### config.mk
export PLATFORM = sky130hd
export DESIGN_NAME = fdiv_pipe
export DESIGN_NICKNAME = d
export VERILOG_FILES = /design/src/rtl/fdiv_pipe.sv
export SDC_FILE = /design/constraint.sdc
export NUM_CORES = 2
export LEC_CHECK = 0
export ABC_AREA = 1
export CAP_MARGIN = 20
export CORE_ASPECT_RATIO = 0.6
export CORE_UTILIZATION = 40
export DETAILED_ROUTE_END_ITERATION = 8
export GPL_TIMING_DRIVEN = 0
export PLACE_DENSITY_LB_ADDON = 0.05
export REMOVE_ABC_BUFFERS = 1
export SLEW_MARGIN = 40
export SYNTH_ARGS = -nofsm -noshare
export SYNTH_HDL_FRONTEND = slang
export SYNTH_HIERARCHICAL = 1
export SYNTH_SLANG_ARGS = --single-unit
### constraint.sdc
create_clock -name clk -period 96.9 [get_ports clk]
set_input_delay 19.38 -clock clk [delete_from_list [all_inputs] [get_ports clk]]
set_output_delay 19.38 -clock clk [all_outputs]
set_load 0.01 [all_outputs]
### src/rtl/fdiv_pipe.sv
// Pipelined binary32 divider y = x1 / x2 computed as x1 * (1/x2).
// Four register stages (unpack/recip, multiply, normalize, pack) with a global stall.
module finv (
    input  logic [22:0] frac_i,
    output logic [22:0] frac_o
);
    logic [23:0] div_d;
    logic [24:0] rem_d;
    logic [22:0] quo_d;

    // Fraction of 2/(1.frac); the integer bit is always 1 for a nonzero fraction.
    always_comb begin
        div_d = {1'b1, frac_i};
        rem_d = 25'h100_0000 - {1'b0, div_d};
        quo_d = '0;
        for (int i = 22; i >= 0; i--) begin
            rem_d = rem_d << 1;
            if (rem_d >= {1'b0, div_d}) begin
                rem_d    = rem_d - {1'b0, div_d};
                quo_d[i] = 1'b1;
            end
        end
        frac_o = quo_d;
    end
endmodule

module fdiv_pipe (
    input  logic        clk,
    input  logic        rst,
    input  logic [31:0] x1,
    input  logic [31:0] x2,
    input  logic        in_valid,
    output logic        in_ready,
    output logic [31:0] y,
    output logic        out_valid,
    input  logic        out_ready
);
    typedef enum logic [1:0] {SP_NONE, SP_NAN, SP_INF, SP_ZERO} sp_e;

    logic        stall;
    logic [22:0] r_w;

    logic        v1_q, v2_q, v3_q, v4_q;
    logic        s1_q, s2_q, s3_q;
    sp_e         sp1_q, sp2_q, sp3_q;
    logic [23:0] ma_q, mr_q;
    logic [7:0]  ea_q, eb_q;
    logic        ra_q;
    logic [47:0] p_q;
    logic signed [9:0] ex2_q, ex3_q;
    logic [22:0] frac3_q;
    logic [31:0] y_q;

    sp_e         sp1_d;
    logic [23:0] mr_d;
    logic        ra_d;
    logic [47:0] p_d;
    logic signed [9:0] ex2_d, ex3_d;
    logic [22:0] frac3_d;
    logic [31:0] y_d;

    assign stall     = v4_q & ~out_ready;
    assign in_ready  = ~stall;
    assign out_valid = v4_q;
    assign y         = y_q;

    finv u_finv (
        .frac_i (x2[22:0]),
        .frac_o (r_w)
    );

    always_comb begin
        logic z1, z2, f1, f2, nan1, nan2, inf1, inf2;
        z1   = (x1[30:23] == 8'h00);
        z2   = (x2[30:23] == 8'h00);
        f1   = (x1[30:23] == 8'hFF);
        f2   = (x2[30:23] == 8'hFF);
        nan1 = f1 & (x1[22:0] != 23'd0);
        nan2 = f2 & (x2[22:0] != 23'd0);
        inf1 = f1 & (x1[22:0] == 23'd0);
        inf2 = f2 & (x2[22:0] == 23'd0);
        sp1_d = SP_NONE;
        if (nan1 | nan2 | (z1 & z2) | (inf1 & inf2)) sp1_d = SP_NAN;
        else if (z2 | inf1)                          sp1_d = SP_INF;
        else if (z1 | inf2)                          sp1_d = SP_ZERO;
        // 1/1.0 is exactly 2^0, so it bypasses the 2^-1 * 1.r form.
        ra_d = (x2[22:0] != 23'd0);
        mr_d = ra_d ? {1'b1, r_w} : 24'h80_0000;
    end

    always_comb begin
        p_d   = {24'd0, ma_q} * {24'd0, mr_q};
        ex2_d = $signed({2'b00, ea_q}) - $signed({2'b00, eb_q}) + 10'sd127
                - $signed({9'd0, ra_q});
    end

    always_comb begin
        if (p_q[47]) begin
            frac3_d = p_q[46:24];
            ex3_d   = ex2_q + 10'sd1;
        end else begin
            frac3_d = p_q[45:23];
            ex3_d   = ex2_q;
        end
    end

    always_comb begin
        y_d = {s3_q, 31'd0};
        case (sp3_q)
            SP_NAN:  y_d = 32'h7FC0_0000;
            SP_INF:  y_d = {s3_q, 8'hFF, 23'd0};
            SP_ZERO: y_d = {s3_q, 31'd0};
            default: begin
                if (ex3_q >= 10'sd255)   y_d = {s3_q, 8'hFF, 23'd0};
                else if (ex3_q <= 10'sd0) y_d = {s3_q, 31'd0};
                else                      y_d = {s3_q, ex3_q[7:0], frac3_q};
            end
        endcase
    end

    always_ff @(posedge clk) begin
        if (rst) begin
            v1_q <= 1'b0;
            v2_q <= 1'b0;
            v3_q <= 1'b0;
            v4_q <= 1'b0;
            y_q  <= '0;
        end else if (!stall) begin
            v1_q <= in_valid;
            v2_q <= v1_q;
            v3_q <= v2_q;
            v4_q <= v3_q;
            if (v3_q) y_q <= y_d;
        end
    end

    // Datapath registers carry no reset; the valid bits qualify them.
    always_ff @(posedge clk) begin
        if (!stall) begin
            s1_q    <= x1[31] ^ x2[31];
            sp1_q   <= sp1_d;
            ma_q    <= {1'b1, x1[22:0]};
            mr_q    <= mr_d;
            ea_q    <= x1[30:23];
            eb_q    <= x2[30:23];
            ra_q    <= ra_d;
            s2_q    <= s1_q;
            sp2_q   <= sp1_q;
            p_q     <= p_d;
            ex2_q   <= ex2_d;
            s3_q    <= s2_q;
            sp3_q   <= sp2_q;
            frac3_q <= frac3_d;
            ex3_q   <= ex3_d;
        end
    end
endmodule

==> metrics.yaml <==
ys.flop_type: "edfxtp_1"
hold_class: "flop to flop"
synth_cells: 8033
max_cap_violations: 0
reg2reg_depth: 23
crit_path_top_delay_cell: "o21ai_0"
cp_common_cell: "nand2_1"
io_pins: 102
dieArea_sq_um: 140800
cp.arrival_ns: 91.36
cp_data_required_time_ns: 97.19
fin_cells: 9992
min_period_ns: 91.07
finalSetupViolations: 0
critPathMaxFanout: 36
synth_area_leader_cell: "fa_1"
worst-slew-pin-transition_ns: 0.8410
slowest_delay_ns: 0.65
dp_hpwl_um: 160500
wl_um: 194800
die_x_um: 483.7
fin_worst_skew_ns: 0.03236
grt_start_max_net_pins: 62
hold_viol_final: 0
h-tree-depth: 4
synth_top_family_by_area: "adder cells"
clock_path_buffers: 2
ant_nets: 0
synth-adder-area-share: 0.3304
syn2layout_area_growth_pct: 11.92
clkTransAtPathRegs_ns: 0.13
hold_buffers: 0
gp_congestion: 0.9662
critical_path_class: "input pin to flop"
max_clock_freq_ghz: 0.01098
drive_above_1_share: 0.08921
synth_area_sq_um: 55690
grt_usage: 0.2726
fin_nets: 9408
cts-buffers-inserted: 17
grt_pass1_vias: 48630
dr.pass1.iters: 6
dpl.cell_count: 9861
synth.distinct_cells: 73
port_buffers: 101
yosys.area_share.simple: 0.2386
cts_tree: "built"
synth_compound_area_frac: 0.1390
synth_top_area_frac: 0.1736
synth.avg_cell_area_sq_um: 6.933
vias_per_cell: 5.271
cts_root_buf: "clkbuf_16"
hold_path_depth: 0
fill_cells: 14260
synth-edff-count: 140
die_h_um: 291.0
start_kind: "input pin"
grt_antenna_before_repair: 5
drc: 0
row_count: 105
wl_per_cell_um: 19.50
worstSkewPairLatency_ns: 0.50
globalRouteOverflowTotal: 0
core_area_sq_um: 137400
grt_pass1_wl_um: 295500
yosysWarnings: 6
yosysMostFrequentCell: "nand2_1"
synth-xor-area-share: 0.08227
cts.sinks: 176
synth_mux_area_frac: 0.0004044
utilization: 0.4536
slew_headroom: 0.4385
timing.final.crit_share: 0.9398
async_reset_ff_frac: 0
status: "complete, no violations"
synth_area_leaders: "fa_1 (17%), ha_1 (16%), nand2_1 (14%), inv_1 (9.6%), edfxtp_1 (7.5%)"
initialDrtViolationCount: 4696
initial_core_util: 0.4053
cp-end-kind: "flop"
yosys-top-cells-count: "nand2_1 (2026), inv_1 (1430), ha_1 (698), a21oi_1 (597), fa_1 (483)"
slew_viol_final: 0
via_count: 52670
ys_ff_latch: 176
ys_seq_area_frac: 0.08843
[final timing paths]
kind	startpoint	to	slack, ns
setup / recovery	x2[15]	mr_q[0]	5.83
hold / removal	s2_q	s3_q	0.43
setup reg to reg	mr_q[13]	p_q[37]	89.24
hold reg to reg	s2_q	s3_q	0.43
[worst max-delay path, delay by kind of cell]
family | cells | cell delay [ns]
AOI/OAI and AO/OA | 231 | 34.02
and+or+nand+nor | 203 | 22.43
adders and majority gates | 23 | 8.06
buffers and inverters | 61 | 6.62
xor gates and xnor gates | 1 | 0.38
[cells in the final DEF (no fill, tap or decap), drive strengths merged, types with 5 or more instances in the layout]
cell,netlist,final
nand3b,8,8
buf,66,208
xor2,264,264
fa,483,483
o21ai,588,588
nand4,59,59
dfxtp,36,36
a211oi,5,5
clkinv,2,26
or2,58,58
o31ai,5,5
dlymetal6s2s,0,9
nand3,355,355
edfxtp,140,140
xnor2,257,257
o21bai,72,72
a221o,26,26
nor4,46,46
a21o,29,29
o21a,16,16
a21boi,9,9
nand2,2123,2131
ha,698,698
o211ai,8,8
nor3,56,56
clkdlybuf4s50,0,89
a221oi,9,9
clkbuf,142,18
inv,1487,1477
a21oi,600,600
a31oi,18,18
nor2,346,346
[sequential cells by signal, summed over array words and instances, names as in the netlist]
| signal | cells |
|---|---|
| out_valid | 1 |
| y | 32 |
| sp3_q | 2 |
| v1_q | 1 |
| ma_q | 23 |
| mr_q | 23 |
| sp2_q | 2 |
| ex3_q | 10 |
| s3_q | 1 |
| p_q | 25 |
| s1_q | 1 |
| v2_q | 1 |
| s2_q | 1 |
| ea_q | 8 |
| frac3_q | 23 |
| ex2_q | 10 |
| eb_q | 8 |
| sp1_q | 2 |
| ra_q | 1 |
| v3_q | 1 |
[layout make-up]
cell class                      instances  area [sq um]  area share
Clock inverter                         14         200.2    0.003212
Timing Repair Buffer                  306          3288     0.05275
Antenna cell                            1         2.502  0.00004015
Sequential cell                       176          4925     0.07901
Timing Repair inverter                  1         8.758   0.0001405
Clock buffer                           18         450.4    0.007227
Multi-Input combinational cell       6168         45180      0.7248
Tap cell                             1819          2276     0.03651
Inverter                             1489          6000     0.09625
[timing repair]
| item | CTS | global route |
|---|---|---|
| gates cloned | 2 | 7 |
| setup endpoints to repair | 3 | 3 |
| hold endpoints to repair | 0 | 0 |
| setup buffers | 9 | 80 |
| gates resized for setup | 126 | 278 |
| pin swaps | 2 | 81 |
[stage by stage]
step | cell area [sq um] | hold slack, ns | setup slack [ns] | setup TNS, ns
global route | 62330 | 0.4343 | -0.2990 | -0.2990
detailed placement | 59570 | 0.4075 | -9.873 | -20.96
CTS | 60680 | 0.4294 | 0.06804 | 0
floorplan | 54590 | 0.4003 | 9.527 | 0
finish | 62330 | 0.4286 | 5.831 | 0
global placement | 57880 | 0.4009 | -12.81 | -32.33
[kinds of logic (layout without fill, tap and decap cells)]
kind of cell	count (synthesis)	in the layout
xor gates and xnor gates	521	521
other	0	1
buffers and inverters	1697	1828
muxes	2	2
adders and majority gates	1181	1181
AOI/OAI and AO/OA	1398	1398
and+or+nand+nor	3058	3066
DFF	176	176
[routing by layer]
layer,GRT usage,part of all wire,up-vias
li1,-,-,25980
met1,0.4639,0.55,24780
met2,0.3215,0.33,1841
met3,0.08735,0.11,60
met4,0.01704,0.0045,9
met5,0.008426,0.00095,-
Power is left out: the tool's default activity adds up to more than one toggle a clock period on the data nets, which glitch-free logic cannot reach.
